**config.mk**
```make
export PLATFORM = sky130hd
export DESIGN_NAME = crop_scheduler_flat
export DESIGN_NICKNAME = d
export VERILOG_FILES = /design/src/rtl/crop_pkg.sv /design/src/rtl/crop_scheduler_if.sv /design/src/rtl/crop_job_fifo.sv /design/src/rtl/crop_scheduler.sv /design/src/flat_wrapper.sv
export SDC_FILE = /design/constraint.sdc
export NUM_CORES = 1
export LEC_CHECK = 0
export ABC_CLOCK_PERIOD_IN_PS = 3500
export BUFFER_PORTS_ARGS = -buffer_cell sky130_fd_sc_hd__buf_4
export CAP_MARGIN = 10
export CORE_ASPECT_RATIO = 1.25
export CORE_MARGIN = 2
export CORE_UTILIZATION = 41
export CTS_CLUSTER_SIZE = 28
export DETAILED_ROUTE_END_ITERATION = 12
export MAX_ROUTING_LAYER = met4
export PLACE_DENSITY = 0.65
export SETUP_SLACK_MARGIN = 0.05
export SLEW_MARGIN = 20
export SYNTH_ARGS = -nofsm -noshare
export SYNTH_HDL_FRONTEND = slang
export SYNTH_SLANG_ARGS = --single-unit
```
**constraint.sdc**
```tcl
create_clock -name clk -period 3.5 [get_ports clk]
set_input_delay 0.875 -clock clk [delete_from_list [all_inputs] [get_ports clk]]
set_output_delay 0.875 -clock clk [all_outputs]
set_load 0.05 [all_outputs]
```
**src/rtl/crop_pkg.sv**
```systemverilog
`default_nettype none
// ============================================================================
//  Module      : crop_pkg
//  Description : Shared types and constants for the crop job scheduler
//  Revision    : 1.0 - initial release
// ============================================================================
package crop_pkg;

    // Scheduler FSM states; the scheduler stores them as plain 3-bit codes
    typedef enum logic [2:0] {
        SCHED_IDLE      = 3'd0,
        SCHED_ISSUE     = 3'd1,
        SCHED_WAIT_BUSY = 3'd2,
        SCHED_WAIT_DONE = 3'd3,
        SCHED_RETIRE    = 3'd4,
        SCHED_ABORT     = 3'd5
    } sched_state_t;

    // Completion status codes reported on stat_code
    localparam logic [1:0] STAT_OK  = 2'b00;
    localparam logic [1:0] STAT_REJ = 2'b01;
    localparam logic [1:0] STAT_TMO = 2'b10;

    // One queued job: inclusive crop box plus the tag it was given on accept
    typedef struct packed {
        logic [10:0] xmin;
        logic [10:0] xmax;
        logic [10:0] ymin;
        logic [10:0] ymax;
        logic [1:0]  tag;
    } crop_box_t;

endpackage : crop_pkg
`default_nettype wire

```
**src/rtl/crop_scheduler_if.sv**
```systemverilog
`default_nettype none
// ============================================================================
//  Module      : crop_scheduler_if
//  Description : Host-side job request / status channel of the crop scheduler
//  Revision    : 1.0 - initial release
// ============================================================================
interface crop_scheduler_if;

    logic        job_valid;
    logic        job_ready;
    logic [10:0] job_xmin;
    logic [10:0] job_xmax;
    logic [10:0] job_ymin;
    logic [10:0] job_ymax;
    logic        stat_valid;
    logic [1:0]  stat_tag;
    logic [1:0]  stat_code;
    logic        busy;

    // Host side: issues jobs, observes readiness and status
    modport master (
        output job_valid, job_xmin, job_xmax, job_ymin, job_ymax,
        input  job_ready, stat_valid, stat_tag, stat_code, busy
    );

    // Scheduler side
    modport slave (
        input  job_valid, job_xmin, job_xmax, job_ymin, job_ymax,
        output job_ready, stat_valid, stat_tag, stat_code, busy
    );

endinterface : crop_scheduler_if
`default_nettype wire

```
**src/rtl/crop_job_fifo.sv**
```systemverilog
`default_nettype none
// ============================================================================
//  Module      : crop_job_fifo
//  Description : Synchronous FIFO of validated crop jobs with full/empty/count
//  Revision    : 1.0 - initial release
// ============================================================================
module crop_job_fifo
    import crop_pkg::*;
#(
    parameter int DEPTH = 4
) (
    input  wire logic              clk,
    input  wire logic              rst,
    input  wire logic              push,
    input  crop_box_t              din,
    input  wire logic              pop,
    output crop_box_t              dout,
    output logic                   full,
    output logic                   empty,
    output logic [$clog2(DEPTH):0] count
);

    localparam int                 c_PTR_W = $clog2(DEPTH);
    localparam logic [c_PTR_W:0]   c_FULL  = (c_PTR_W + 1)'(DEPTH);

    crop_box_t              r_mem [DEPTH];
    logic [c_PTR_W-1:0]     r_wr_ptr;
    logic [c_PTR_W-1:0]     r_rd_ptr;
    logic [c_PTR_W:0]       r_count;
    logic                   w_push;
    logic                   w_pop;

    // Overflow/underflow requests are ignored rather than corrupting state
    assign w_push = push && !full;
    assign w_pop  = pop && !empty;

    // Pointer and occupancy tracking
    always_ff @(posedge clk or posedge rst) begin
        if (rst) begin
            r_wr_ptr <= '0;
            r_rd_ptr <= '0;
            r_count  <= '0;
        end else begin
            if (w_push) r_wr_ptr <= r_wr_ptr + c_PTR_W'(1);
            if (w_pop)  r_rd_ptr <= r_rd_ptr + c_PTR_W'(1);
            case ({w_push, w_pop})
                2'b10:   r_count <= r_count + (c_PTR_W + 1)'(1);
                2'b01:   r_count <= r_count - (c_PTR_W + 1)'(1);
                default: r_count <= r_count;
            endcase
        end
    end

    // Storage array carries no reset; only entries below count are ever read
    always_ff @(posedge clk) begin
        if (w_push) r_mem[r_wr_ptr] <= din;
    end

    assign dout  = r_mem[r_rd_ptr];
    assign full  = (r_count == c_FULL);
    assign empty = (r_count == '0);
    assign count = r_count;

endmodule : crop_job_fifo
`default_nettype wire

```
**src/rtl/crop_scheduler.sv**
```systemverilog
`default_nettype none
// ============================================================================
//  Module      : crop_scheduler
//  Description : Validates and queues crop jobs, sequences the cropping engine
//                one job at a time, relocates its writes into per-job slots,
//                and reports completion / reject / watchdog-timeout status.
//  Revision    : 1.0 - initial release
// ============================================================================
module crop_scheduler
    import crop_pkg::*;
#(
    parameter int          WIDTH      = 100,
    parameter int          HEIGHT     = 100,
    parameter int          DEPTH      = 4,
    parameter int          NUM_SLOTS  = 4,
    parameter logic [31:0] OUT_BASE   = 32'h0001_0000,
    parameter logic [31:0] SLOT_BYTES = 32'h0000_8000,
    parameter logic [23:0] TIMEOUT    = 24'd1_000_000
) (
    input  wire logic         clk,
    input  wire logic         rst,
    crop_scheduler_if.slave   host,
    output logic              crop_rst_n,
    output logic              crop_start,
    input  wire logic         crop_done,
    output logic [10:0]       crop_xMin,
    output logic [10:0]       crop_xMax,
    output logic [10:0]       crop_yMin,
    output logic [10:0]       crop_yMax,
    input  wire logic [31:0]  crop_writeAddr,
    input  wire logic         crop_wren,
    input  wire logic [15:0]  crop_wrdata,
    output logic [31:0]       mem_wraddr,
    output logic              mem_wren,
    output logic [15:0]       mem_wrdata
);

    localparam logic [2:0]  c_ST_IDLE      = SCHED_IDLE;
    localparam logic [2:0]  c_ST_ISSUE     = SCHED_ISSUE;
    localparam logic [2:0]  c_ST_WAIT_BUSY = SCHED_WAIT_BUSY;
    localparam logic [2:0]  c_ST_WAIT_DONE = SCHED_WAIT_DONE;
    localparam logic [2:0]  c_ST_RETIRE    = SCHED_RETIRE;
    localparam logic [2:0]  c_ST_ABORT     = SCHED_ABORT;
    localparam logic [31:0] c_WIDTH        = WIDTH;
    localparam logic [31:0] c_HEIGHT       = HEIGHT;
    localparam logic [31:0] c_SLOT_MASK    = NUM_SLOTS - 1;

    logic [2:0]             r_state;
    logic [2:0]             w_state_nxt;
    logic [1:0]             r_tag_ctr;
    logic [1:0]             r_job_tag;
    logic                   r_rej_pending;
    logic [1:0]             r_rej_tag;
    logic                   r_abort_second;
    logic [23:0]            r_wd;

    logic                   w_accept;
    logic                   w_box_ok;
    logic                   w_push;
    logic                   w_reject;
    logic                   w_pop;
    logic                   w_waiting;
    logic                   w_timeout;
    logic                   w_retire;
    logic                   w_tmo_report;
    logic                   w_rej_report;
    logic [31:0]            w_slot;

    crop_box_t              w_fifo_din;
    crop_box_t              w_fifo_dout;
    logic                   w_fifo_full;
    logic                   w_fifo_empty;
    logic [$clog2(DEPTH):0] w_fifo_count;

    // ---------------------------------------------------------------- accept
    assign host.job_ready = !w_fifo_full && !r_rej_pending;
    assign w_accept       = host.job_valid && host.job_ready;
    assign w_box_ok       = (host.job_xmin <= host.job_xmax) &&
                            ({21'd0, host.job_xmax} < c_WIDTH) &&
                            (host.job_ymin <= host.job_ymax) &&
                            ({21'd0, host.job_ymax} < c_HEIGHT);
    assign w_push         = w_accept && w_box_ok;
    assign w_reject       = w_accept && !w_box_ok;
    assign w_fifo_din     = '{xmin: host.job_xmin, xmax: host.job_xmax,
                              ymin: host.job_ymin, ymax: host.job_ymax,
                              tag:  r_tag_ctr};

    crop_job_fifo #(
        .DEPTH (DEPTH)
    ) u_fifo (
        .clk   (clk),
        .rst   (rst),
        .push  (w_push),
        .din   (w_fifo_din),
        .pop   (w_pop),
        .dout  (w_fifo_dout),
        .full  (w_fifo_full),
        .empty (w_fifo_empty),
        .count (w_fifo_count)
    );

    // Every accepted job consumes a tag, rejected ones included
    always_ff @(posedge clk or posedge rst) begin
        if (rst)           r_tag_ctr <= 2'd0;
        else if (w_accept) r_tag_ctr <= r_tag_ctr + 2'd1;
    end

    // One-entry reject holding register; ready stays low until it is reported
    always_ff @(posedge clk or posedge rst) begin
        if (rst) begin
            r_rej_pending <= 1'b0;
            r_rej_tag     <= 2'd0;
        end else if (w_reject) begin
            r_rej_pending <= 1'b1;
            r_rej_tag     <= r_tag_ctr;
        end else if (w_rej_report) begin
            r_rej_pending <= 1'b0;
        end
    end

    // ------------------------------------------------------------------ FSM
    assign w_pop        = (r_state == c_ST_IDLE) && !w_fifo_empty;
    assign w_waiting    = (r_state == c_ST_WAIT_BUSY) || (r_state == c_ST_WAIT_DONE);
    assign w_timeout    = w_waiting && (r_wd == TIMEOUT - 24'd1);
    assign w_retire     = (r_state == c_ST_RETIRE);
    assign w_tmo_report = (r_state == c_ST_ABORT) && r_abort_second;
    assign w_rej_report = r_rej_pending && !w_retire && !w_tmo_report;

    // Next-state logic; the watchdog overrides any other transition
    always_comb begin
        w_state_nxt = r_state;
        case (r_state)
            c_ST_IDLE:      if (!w_fifo_empty) w_state_nxt = c_ST_ISSUE;
            c_ST_ISSUE:     w_state_nxt = c_ST_WAIT_BUSY;
            c_ST_WAIT_BUSY: if (!crop_done) w_state_nxt = c_ST_WAIT_DONE;
            c_ST_WAIT_DONE: if (crop_done) w_state_nxt = c_ST_RETIRE;
            c_ST_RETIRE:    w_state_nxt = c_ST_IDLE;
            c_ST_ABORT:     if (r_abort_second) w_state_nxt = c_ST_IDLE;
            default:        w_state_nxt = c_ST_IDLE;
        endcase
        if (w_timeout) w_state_nxt = c_ST_ABORT;
    end

    // State register
    always_ff @(posedge clk or posedge rst) begin
        if (rst) r_state <= c_ST_IDLE;
        else     r_state <= w_state_nxt;
    end

    // Tracks which of the two ABORT cycles is current
    always_ff @(posedge clk or posedge rst) begin
        if (rst)                        r_abort_second <= 1'b0;
        else if (r_state == c_ST_ABORT) r_abort_second <= !r_abort_second;
        else                            r_abort_second <= 1'b0;
    end

    // Watchdog: cleared on issue, counts every cycle the engine is in flight
    always_ff @(posedge clk or posedge rst) begin
        if (rst)                        r_wd <= 24'd0;
        else if (r_state == c_ST_ISSUE) r_wd <= 24'd0;
        else if (w_waiting)             r_wd <= r_wd + 24'd1;
    end

    // Engine reset is low exactly during ABORT and while rst is asserted
    always_ff @(posedge clk or posedge rst) begin
        if (rst) crop_rst_n <= 1'b0;
        else     crop_rst_n <= (w_state_nxt != c_ST_ABORT);
    end

    // Box and tag of the current job are captured only at the pop
    always_ff @(posedge clk or posedge rst) begin
        if (rst) begin
            crop_xMin <= 11'd0;
            crop_xMax <= 11'd0;
            crop_yMin <= 11'd0;
            crop_yMax <= 11'd0;
            r_job_tag <= 2'd0;
        end else if (w_pop) begin
            crop_xMin <= w_fifo_dout.xmin;
            crop_xMax <= w_fifo_dout.xmax;
            crop_yMin <= w_fifo_dout.ymin;
            crop_yMax <= w_fifo_dout.ymax;
            r_job_tag <= w_fifo_dout.tag;
        end
    end

    assign crop_start = (r_state == c_ST_ISSUE);
    assign host.busy  = (r_state != c_ST_IDLE) || (w_fifo_count != '0);

    // --------------------------------------------------------------- status
    // Job completion (retire/timeout) wins; a pending reject waits its turn
    always_comb begin
        host.stat_valid = 1'b0;
        host.stat_tag   = 2'd0;
        host.stat_code  = STAT_OK;
        if (w_retire) begin
            host.stat_valid = 1'b1;
            host.stat_tag   = r_job_tag;
            host.stat_code  = STAT_OK;
        end else if (w_tmo_report) begin
            host.stat_valid = 1'b1;
            host.stat_tag   = r_job_tag;
            host.stat_code  = STAT_TMO;
        end else if (r_rej_pending) begin
            host.stat_valid = 1'b1;
            host.stat_tag   = r_rej_tag;
            host.stat_code  = STAT_REJ;
        end
    end

    // ----------------------------------------------------------- relocation
    assign w_slot     = {30'd0, r_job_tag} & c_SLOT_MASK;
    assign mem_wraddr = OUT_BASE + w_slot * SLOT_BYTES + crop_writeAddr;
    assign mem_wren   = crop_wren && w_waiting;
    assign mem_wrdata = crop_wrdata;

endmodule : crop_scheduler
`default_nettype wire

```
**src/flat_wrapper.sv**
```systemverilog
// flat-port wrapper written by rule: the top's interface ports become plain ports
module crop_scheduler_flat import crop_pkg::*;
#(
    parameter int          WIDTH      = 100,
    parameter int          HEIGHT     = 100,
    parameter int          DEPTH      = 4,
    parameter int          NUM_SLOTS  = 4,
    parameter logic [31:0] OUT_BASE   = 32'h0001_0000,
    parameter logic [31:0] SLOT_BYTES = 32'h0000_8000,
    parameter logic [23:0] TIMEOUT    = 24'd1_000_000
)
  (clk, rst, crop_rst_n, crop_start, crop_done, crop_xMin, crop_xMax, crop_yMin, crop_yMax, crop_writeAddr, crop_wren, crop_wrdata, mem_wraddr, mem_wren, mem_wrdata, host_job_valid, host_job_xmin, host_job_xmax, host_job_ymin, host_job_ymax, host_job_ready, host_stat_valid, host_stat_tag, host_stat_code, host_busy);
  crop_scheduler_if host_i ();
  input  wire logic clk;
  input  wire logic rst;
  output logic crop_rst_n;
  output logic crop_start;
  input  wire logic crop_done;
  output logic [10:0] crop_xMin;
  output logic [10:0] crop_xMax;
  output logic [10:0] crop_yMin;
  output logic [10:0] crop_yMax;
  input  wire logic [31:0] crop_writeAddr;
  input  wire logic crop_wren;
  input  wire logic [15:0] crop_wrdata;
  output logic [31:0] mem_wraddr;
  output logic mem_wren;
  output logic [15:0] mem_wrdata;
  input wire logic [$bits(host_i.job_valid)-1:0] host_job_valid;
  input wire logic [$bits(host_i.job_xmin)-1:0] host_job_xmin;
  input wire logic [$bits(host_i.job_xmax)-1:0] host_job_xmax;
  input wire logic [$bits(host_i.job_ymin)-1:0] host_job_ymin;
  input wire logic [$bits(host_i.job_ymax)-1:0] host_job_ymax;
  output wire logic [$bits(host_i.job_ready)-1:0] host_job_ready;
  output wire logic [$bits(host_i.stat_valid)-1:0] host_stat_valid;
  output wire logic [$bits(host_i.stat_tag)-1:0] host_stat_tag;
  output wire logic [$bits(host_i.stat_code)-1:0] host_stat_code;
  output wire logic [$bits(host_i.busy)-1:0] host_busy;
  assign host_i.job_valid = host_job_valid;
  assign host_i.job_xmin = host_job_xmin;
  assign host_i.job_xmax = host_job_xmax;
  assign host_i.job_ymin = host_job_ymin;
  assign host_i.job_ymax = host_job_ymax;
  assign host_job_ready = host_i.job_ready;
  assign host_stat_valid = host_i.stat_valid;
  assign host_stat_tag = host_i.stat_tag;
  assign host_stat_code = host_i.stat_code;
  assign host_busy = host_i.busy;
  crop_scheduler #(.WIDTH(WIDTH), .HEIGHT(HEIGHT), .DEPTH(DEPTH), .NUM_SLOTS(NUM_SLOTS), .OUT_BASE(OUT_BASE), .SLOT_BYTES(SLOT_BYTES), .TIMEOUT(TIMEOUT)) u_core (.clk(clk), .rst(rst), .host(host_i), .crop_rst_n(crop_rst_n), .crop_start(crop_start), .crop_done(crop_done), .crop_xMin(crop_xMin), .crop_xMax(crop_xMax), .crop_yMin(crop_yMin), .crop_yMax(crop_yMax), .crop_writeAddr(crop_writeAddr), .crop_wren(crop_wren), .crop_wrdata(crop_wrdata), .mem_wraddr(mem_wraddr), .mem_wren(mem_wren), .mem_wrdata(mem_wrdata));
endmodule
```
; ---- Yosys cells after proc, flatten, opt, wreduce, memory -nomap -nowiden
; Memories as Yosys holds them, arrays and structs flattened. A register that Yosys moved wholly into a read port is not among the register bits.
; Cells that the tools add are included.
[classes]
addsub = 8
order_cmp = 4
eq_ne = 10
mux = 23
reduce_logical = 31
[op_table]
columns = op, count
row1 = $mux 24, 2
row2 = $add 32x32->32, 1
row3 = $add 24x1->24 const B, 1
row4 = $eq 24x20->1 const B, 1
row5 = $le 11x11->1, 2
row6 = $lt 11x7->1 const B, 2
row7 = $add 17x17->18 const A, 1
row8 = $logic_and 1x1->1, 15
row9 = $mux 3, 5
row10 = $pmux 3 s5, 1
row11 = $mux 2, 5
row12 = $eq 3x3->1 const B, 3
row13 = $mux 1, 9
row14 = $logic_not 1->1, 7
row15 = $add 2x1->2 const B, 3
row16 = $eq 3x2->1 const B, 2
row17 = $logic_not 3->1, 2
row18 = $pmux 3 s2, 1
row19 = $reduce_bool 2->1, 3
row20 = $reduce_bool 3->1, 2
row21 = $add 3x1->3 const B, 1
row22 = $eq 3x1->1 const B, 1
row23 = $ne 3x3->1 const B, 1
row24 = $sub 3x1->3 const B, 1
row25 = other kinds (3), 4
[totals]
register_bits = 41
mem_bits_rw = 184
inputBits = 97
output_inout_bits = 102
word_cells = 87
memories = 1
[mem_list]
columns = memory, depth, width, rd, rd_clocked_by_memory_dff, write_ports, line_no
row1 = u_core.u_fifo.r_mem, 4, 46, 1, 1, 1, crop_job_fifo.sv:26  ; crop_box_t r_mem [DEPTH];

; ---- Longest topological paths before layout
; Gate-level depths: netlist of the first run.
[depth]
ltp_word = 8
mapped_depth = 13
depth_no_buf = 13

; ---- By module
; From an unflattened synthesis of the first run, not the netlist that was laid out.
[hier_totals]
cells_unflattened = 755
area_unflattened_um2 = 11796.3
[by_module_without_submodules]
columns = module, n_inst, cells_per_inst, area_each_um2, seq_area_each_um2
row1 = crop_job_fifo, 1, 278, 7059.3, 5700.5
row2 = crop_scheduler, 1, 477, 4737.0, 2001.9

; ---- Worst setup path before layout of the first run
; Ideal clock, no wire load.
[synth_timing]
path_type = input port to flip-flop
startpoint = input port host_job_xmax[9]
endpoint = memory u_core.u_fifo.r_mem[0][0] (netlist bit), enable pin
setup_ns = 0.450
t_arrival_ns = 4.357
required_ns = 3.050
path_slack_ns = -1.307
stages = 8
n_path_buf = 0
path_cell_list = inv_1 -> ha_1 -> a21o_1 -> a21oi_2 -> or4b_1 -> a21oi_2 -> nand4_4 -> nor2_1
[synth_via]
elab_chain_cells = 8
word_cells_on_any_way = 9
cone_classes = order compare: 2 / mux: 2 / reduce/logical: 5
[synth_rtl]
columns = element, line_no
row1 = start: declaration, flat_wrapper.sv:31  ; input wire logic [$bits(host_i.job_xmax)-1:0] host_job_xmax;
row2 = $le 11x11->1 / $lt 11x7->1 (equally long branches), "crop_scheduler.sv:78, crop_scheduler.sv:79"
row3 = $logic_and 1x1->1 (*), crop_scheduler.sv:78  ; assign w_box_ok = (host.job_xmin <= host.job_xmax) &&
row4 = $logic_and 1x1->1 (*), crop_scheduler.sv:79  ; ({21'd0, host.job_xmax} < c_WIDTH) &&
row5 = $logic_and 1x1->1 (*), crop_scheduler.sv:80  ; (host.job_ymin <= host.job_ymax) &&
row6 = $logic_and 1x1->1 (*), crop_scheduler.sv:82  ; assign w_push = w_accept && w_box_ok;
row7 = $logic_and 1x1->1 (*), crop_job_fifo.sv:34  ; assign w_push = push && !full;
row8 = $mux 1 (*), crop_job_fifo.sv:56  ; if (w_push) r_mem[r_wr_ptr] <= din;
row9 = $mux 1 (not written as such) (*), crop_job_fifo.sv:56
row10 = end: declaration, crop_job_fifo.sv:26
; Mark *: on every way between the ends. The rest lies on a longest branch, timed or not.

; ---- Final worst setup path of the first run
[layout_timing]
startpoint = input port crop_writeAddr[15]
endpoint = output port mem_wraddr[31]
[layout_via]
elab_chain_cells = 1
[layout_rtl]
columns = element, line_no
row1 = start: declaration, flat_wrapper.sv:23  ; input wire logic [31:0] crop_writeAddr;
row2 = $add 32x32->32, crop_scheduler.sv:213  ; assign mem_wraddr = OUT_BASE + w_slot * SLOT_BYTES + crop_writeAddr;
row3 = end: declaration, flat_wrapper.sv:26  ; output logic [31:0] mem_wraddr;
; No other way between the ends.

==> results of run 1 <==
## cells by family (layout without fill, tap and decap cells)
logic type | after synthesis | count (layout) | share of synthesized area [%]
flops | 271 | 271 | 66.1
simple gates | 149 | 149 | 6.59
mux | 95 | 95 | 13.7
buf+inv | 93 | 247 | 4.10
compound gates | 75 | 75 | 4.04
fa+ha+maj | 33 | 33 | 3.67
xor+xnor | 24 | 24 | 1.80
## through the flow
stage	setup WS (ps)	total power, mW	utilization (%)	area [um2]	hold WS, ps
final	139	11.2	49.8	14100	370
after global placement	112	8.39	46.6	13200	482
after detailed placement	76.6	8.44	46.6	13200	486
after global routing	52.1	11.7	49.8	14100	401
after floorplan	14.1	7.27	-	11800	460
after CTS	71.1	11.3	49.8	14000	377
## worst paths after layout
check | startpoint | to | slack, ps
min in group clk | u_core.u_fifo.count[0] | u_core.u_fifo.count[0] | 500
max in group asynchronous | rst | u_core.crop_xMax[4] | 2460
worst min-delay path | rst | u_core.crop_xMin[3] | 370
worst max register to register | u_core.r_wd[0] | u_core.r_wd[22] | 1300
worst max-delay path | crop_writeAddr[15] | mem_wraddr[31] | 140
worst min register to register | u_core.u_fifo.count[0] | u_core.u_fifo.count[0] | 500
## flip-flops by register name, indices dropped and copies added, names as in the netlist, 3 cells and up
| name | flops |
|---|---|
| u_core.r_wd | 24 |
| u_core.crop_xMin | 11 |
| u_core.r_state | 3 |
| u_core.crop_xMax | 11 |
| u_core.crop_yMax | 11 |
| u_core.crop_yMin | 11 |
| u_core.u_fifo.count | 3 |
| u_core.u_fifo.r_mem | 184 |
## cell usage after synthesis, types with 5 or more instances
cell type and count:
sky130_fd_sc_hd__nor3_1 8, sky130_fd_sc_hd__a31oi_1 8, sky130_fd_sc_hd__nand2_1 41, sky130_fd_sc_hd__mux4_2 46
sky130_fd_sc_hd__nand4_1 15, sky130_fd_sc_hd__nand3_1 23, sky130_fd_sc_hd__ha_1 31, sky130_fd_sc_hd__dfrtp_1 87
sky130_fd_sc_hd__clkbuf_1 13, sky130_fd_sc_hd__xnor2_1 15, sky130_fd_sc_hd__nor2_1 28, sky130_fd_sc_hd__inv_1 37
sky130_fd_sc_hd__a21oi_1 12, sky130_fd_sc_hd__and3_1 6, sky130_fd_sc_hd__mux2_2 47, sky130_fd_sc_hd__nor4_1 5
sky130_fd_sc_hd__buf_2 10, sky130_fd_sc_hd__o21ai_0 27, sky130_fd_sc_hd__buf_4 31, sky130_fd_sc_hd__xor2_1 9
sky130_fd_sc_hd__edfxtp_1 184
## final cells by class
class,count,area share [%]
sequential,271,54.8
clock inverter,13,0.899
multi-input combinational,376,25.5
timing repair buffer,162,9.21
tap,355,3.16
inverter,37,1.04
clock buffer,35,5.38
## per-layer routing
layer | track usage (%) | up-vias | share of wire, %
met2 | 28.4 | 183 | 50
met3 | 2.78 | 33 | 4.8
met4 | 4.70 | 0 | 2.3
met5 | - | - | 0
met1 | 21.6 | 3318 | 43
li1 | - | 3057 | -
## critical path: cells and delay by family
| family | cells | cell delay [ps] |
|---|---|---|
| AOI/OAI and AO/OA | 1 | 170 |
| xor gates and xnor gates | 1 | 120 |
| and+or+nand+nor | 3 | 400 |
| adders and majority gates | 2 | 630 |
| buffers and inverters | 2 | 280 |
## where the power goes
group | internal (mW) | switching (mW)
logic | 1.65 | 2.38
registers | 3.83 | 0.455
clock network | 1.66 | 1.18
total | 7.14 | 4.01
## repair_timing
item / 4_1_cts / 5_1_grt
endpoints found under the setup margin: 0 / 3
hold endpoints to repair: 0 / 0
gates resized for setup: 0 / 3
setup buffers: 0 / 0
==> reports/summary.md, run 1 <==
* **initial core utilization** 41.3%
* **CTS root buf** sky130_fd_sc_hd__clkbuf_16
* **leading post-synthesis cells by cell area** sky130_fd_sc_hd__edfxtp_1, sky130_fd_sc_hd__dfrtp_1, sky130_fd_sc_hd__mux4_2
* **wire per inst** 19.1 um
* **# placed instances** 1201
* **GRT Resource Usage Total** 17.0%
* **required time at the endpoint of the critical path** 2620 ps
* **Achievable Freq** 298 MHz
* **final clock skew** 11.4 ps
* **number of design-rule violations left by the first detailed-router iteration** 323
* **power per standard cell area** 794 nW/um2
* **number of nets produced by synthesis** 870
* **top flip-flop cell by instance count after synthesis** sky130_fd_sc_hd__edfxtp_1
* **post-CTS clock slew at the launch and capture registers of the worst setup and hold paths** 60 ps
* **number of optimization iterations in the first detailed-route pass** 5
* **Worst IR Drop VDD** 0.488 mV
* **Port Buffers** 136
* **Worst Tran Pin Value** 1000 ps
* **flip-flop and latch area** 7710 um2
* **Post-synth EDFFs** 184
* **relative area change from synthesis to final layout** 20.7%
* **Filler cells** 2357
* **fin crit share** 96.0%
* **count of different cell masters after synthesis** 51
* **number of cells on the worst reg-to-reg path** 7
* **largest incremental delay on the critical path** 420 ps
* **total core area** 28200 um2
* **hold violation total from the final report** 0
* **synth warn** 0
* **count of non-filler cells in the finished layout** 1249
* **ordered list of cells on the worst path** buf_4 > ha_1 > fa_1 > a21oi_2 > nor2_1 > and3_1 > nand3_1 > xnor2_2 > buf_6
* **Max Fanout on Critical Path** 2
* **async set-reset flop share out of synthesis** 32.1%
* **Critical-path top delay cell** sky130_fd_sc_hd__fa_1
* **Leakage Power** 5.34 nW
* **first-pass GRT wire length** 38.2 mm
* **kind of start point of the critical path** input port
* **synthesized area divided by synthesized cell count** 15.7 um2
* **max cap viols** 0
* **count of nets left with antenna violations after detail routing** 0
* **outcome** finished clean
* **vias in the first global route** 6822
* **most frequent cells in the layout** sky130_fd_sc_hd__edfxtp_1, sky130_fd_sc_hd__buf_4, sky130_fd_sc_hd__dfrtp_1
* **Clock Latency Late Sink** 530 ps
* **final layout net count** 1004
* **post-synthesis instance area** 11600 um2
* **Final TNS setup** 0 ps
* **die area** 29800 um2
* **multi-input gate area in the final layout** 3580 um2
* **class of the most critical setup path** in2out
* **count of endpoints failing setup in the final report** 0
* **Slew headroom** 33.1%
* **fraction of final layout cells with drive strength greater than 1** 36.5%
* **final antenna diode count** 0
* **overall die width** 155 um
* **number of register bits inferred by synthesis** 271
* **arrival time reported for the critical path endpoint** 2490 ps
* **num rows** 69
* **Max Slew Vio Count** 0
* **synthesized netlist cell count** 740
* **cell taking the most area after synthesis** sky130_fd_sc_hd__edfxtp_1
* **hold-fix buffers at CTS** 0
* **I/O pin cnt** 199
* **die height** 192 um
* **drt via density** 5.28
* **antenna violations before repair** 0
* **DR vias** 6591
* **number of design rule violations left after detail routing** 0
* **Total Routed Length** 23.9 mm
* **maximum root-to-sink buffer count** 3
* **clock buffer count from CTS** 26
* **setup repair after global routing missed its margin** no
* **gr ovfl total** 0
* **sequential-to-total area share from yosys stat** 66.1%
* **HPWL reported at the end of detailed placement** 16.2 mm
* **time the final worst path needs with I/O delays and setup** 3360 ps
* **clock tree from TritonCTS** built
* **type of the tightest min-delay check** in2async
* **share of the synthesized area in the top cell type** 47.4%
* **number of sinks driven by the clock tree** 271
* **element type at the critical path end** primary output
* **routability-driven placement congestion ratio** 0.812
* **largest net degree at the start of global routing** 51
* **most common cell after layout, fill and taps aside** sky130_fd_sc_hd__edfxtp_1
* **maximum level of the CTS H-tree** 1
Power figures use the tool's default switching activity.
==> inputs of run 2 (changes only) <==
--- a/config.mk
+++ b/config.mk
@@ -10,11 +10,11 @@
 export CAP_MARGIN = 10
 export CORE_ASPECT_RATIO = 1.25
 export CORE_MARGIN = 2
-export CORE_UTILIZATION = 41
+export CORE_UTILIZATION = 51
 export CTS_CLUSTER_SIZE = 28
 export DETAILED_ROUTE_END_ITERATION = 12
 export MAX_ROUTING_LAYER = met4
-export PLACE_DENSITY = 0.65
+export PLACE_DENSITY = 0.77
 export SETUP_SLACK_MARGIN = 0.05
 export SLEW_MARGIN = 20
 export SYNTH_ARGS = -nofsm -noshare
==> run 2 against run 1 <==
Effect of this change: clock skew grew 1.9 ps; combinational power about the same; cell area shrank 1.2%; die area shrank 19%; first-iteration DRC count up 35%; register-to-register slack worse by 40 ps; critical endpoint unchanged.
==> reports/summary.md, run 2 (synthesis results as in run 1) <==
* **kind of cell adding the most delay to the critical path** adder cells
* **outcome** finished clean
* **Achievable Freq** 299 MHz
* **fraction of final layout cells with drive strength greater than 1** 35.4%
* **element type at the critical path end** primary output
* **routability-driven placement congestion ratio** 0.808
* **Total Routed Length** 23.6 mm
* **relative area change from synthesis to final layout** 19.2%
* **GRT Resource Usage Total** 20.4%
* **class of the most critical setup path** in2out
* **kind of start point of the critical path** input port
* **DR vias** 6670
* **CTS root buf** sky130_fd_sc_hd__clkbuf_16
* **Largest regs** u_core.u_fifo.r_mem x184, u_core.r_wd x24
* **die area** 24100 um2
* **I/O pin cnt** 199
* **Port Buffers** 136
* **Worst Path Buf+Inv** 2
* **count of nets left with antenna violations after detail routing** 0
* **Leakage Power** 5.31 nW
* **Worst Tran Pin Value** 980 ps
* **overall die width** 139 um
* **time the final worst path needs with I/O delays and setup** 3340 ps
* **most frequent cells in the layout** sky130_fd_sc_hd__edfxtp_1, sky130_fd_sc_hd__buf_4, sky130_fd_sc_hd__dfrtp_1
* **maximum level of the CTS H-tree** 1
* **final clock skew** 13.2 ps
* **HPWL reported at the end of detailed placement** 15.9 mm
* **number of design rule violations left after detail routing** 0
* **wire per inst** 20.1 um
* **final antenna diode count** 0
* **hold-fix buffers at CTS** 0
* **Max Fanout on Critical Path** 2
* **Filler cells** 1619
* **type of the tightest min-delay check** in2async
* **max cap viols** 0
* **most common cell after layout, fill and taps aside** sky130_fd_sc_hd__edfxtp_1
* **total core area** 22400 um2
* **number of sinks driven by the clock tree** 271
* **first-pass GRT wire length** 38.0 mm
* **ordered list of cells on the worst path** buf_4 > ha_1 > fa_1 > a21oi_2 > nor2_1 > and3_1 > nand3_1 > xnor2_2 > buf_6
* **antenna violations before repair** 0
* **Max Slew Vio Count** 0
* **gr ovfl total** 0
* **initial core utilization** 52.1%
* **die height** 173 um
* **max reg flops** 184
* **post-CTS clock slew at the launch and capture registers of the worst setup and hold paths** 70 ps
* **hold violation total from the final report** 0
* **drt via density** 5.68
* **number of optimization iterations in the first detailed-route pass** 5
* **Resize count post-CTS** 0
* **clock tree from TritonCTS** built
* **clock buffer count from CTS** 26
* **final layout net count** 1002
* **required time at the endpoint of the critical path** 2620 ps
* **Final TNS setup** 0 ps
* **count of endpoints failing setup in the final report** 0
* **num rows** 61
* **number of design-rule violations left by the first detailed-router iteration** 435
* **Worst IR Drop VDD** 0.524 mV
* **total chip power** 11.0 mW
* **largest incremental delay on the critical path** 420 ps
* **power per standard cell area** 792 nW/um2
* **fin crit share** 95.6%
* **setup bufs post-CTS** 0
* **maximum root-to-sink buffer count** 3
* **register containing the most flip-flops in the final layout** u_core.u_fifo.r_mem
* **vias in the first global route** 6963
* **largest net degree at the start of global routing** 51
* **Clock Latency Late Sink** 530 ps
* **Slew headroom** 34.6%
* **arrival time reported for the critical path endpoint** 2470 ps
* **setup repair after global routing missed its margin** no
* **Critical-path top delay cell** sky130_fd_sc_hd__fa_1
-- run 2: where the power goes --
group	internal [mW]	switching, mW	total [mW]
combinational	1.64	2.39	4.03
sequential	3.83	0.428	4.26
clock	1.57	1.14	2.70
total	7.04	3.96	11.0
-- run 2: layout make-up --
cell class | count | area, um2 | area share (%)
Sequential cell | 271 | 7710 | 55.5
Clock inverter | 10 | 71.3 | 0.514
Tap cell | 283 | 354 | 2.55
Timing Repair Buffer | 160 | 1270 | 9.13
Multi-Input combinational cell | 376 | 3580 | 25.8
Clock buffer | 38 | 757 | 5.45
Inverter | 37 | 146 | 1.05
-- run 2: routing by layer --
layer	global-route usage [%]	routed length (um)
met5	-	0
met1	25.7	9670
met2	35.1	12500
met4	5.98	533
met3	2.71	928
-- run 2: stage by stage --
step           utilization (%)  instances  cell area [um2]  setup WS (ps)  hold WS (ps)
6_report                  62.1       1175            13900            155           412
5_1_grt                   62.1       1175            13900           64.1           446
4_1_cts                   62.1       1175            13900           75.9           419
3_5_place_dp              58.4       1127            13000           79.5           494
3_3_place_gp              58.4       1127            13000            111           485
2_1_floorplan                -        740            11800           14.1           460
-- run 2: final timing paths --
check / startpoint / end / slack, ps / depth (start not counted)
max reg2reg: u_core.u_fifo.count[0] / u_core.u_fifo.count[2] / 1260 / 9
max: crop_writeAddr[15] / mem_wraddr[31] / 160 / 9
min: rst / u_core.u_fifo.r_wr_ptr[0] / 410 / 2
min reg2reg: u_core.crop_xMin[8] / u_core.crop_xMin[8] / 510 / 1
min in group clk: u_core.crop_xMin[8] / u_core.crop_xMin[8] / 510 / 1
max in group asynchronous: rst / u_core.crop_xMax[4] / 2340 / 3
-- run 2: worst reg2reg max path, delay by kind of cell, from the launching register on --
kind                       cells  cell delay, ps
AOI/OAI and AO/OA              1             550
xor gates and xnor gates       2             300
adders and majority gates      2             450
buffers and inverters          2             180
DFF                            1             400
and+or+nand+nor                2             270
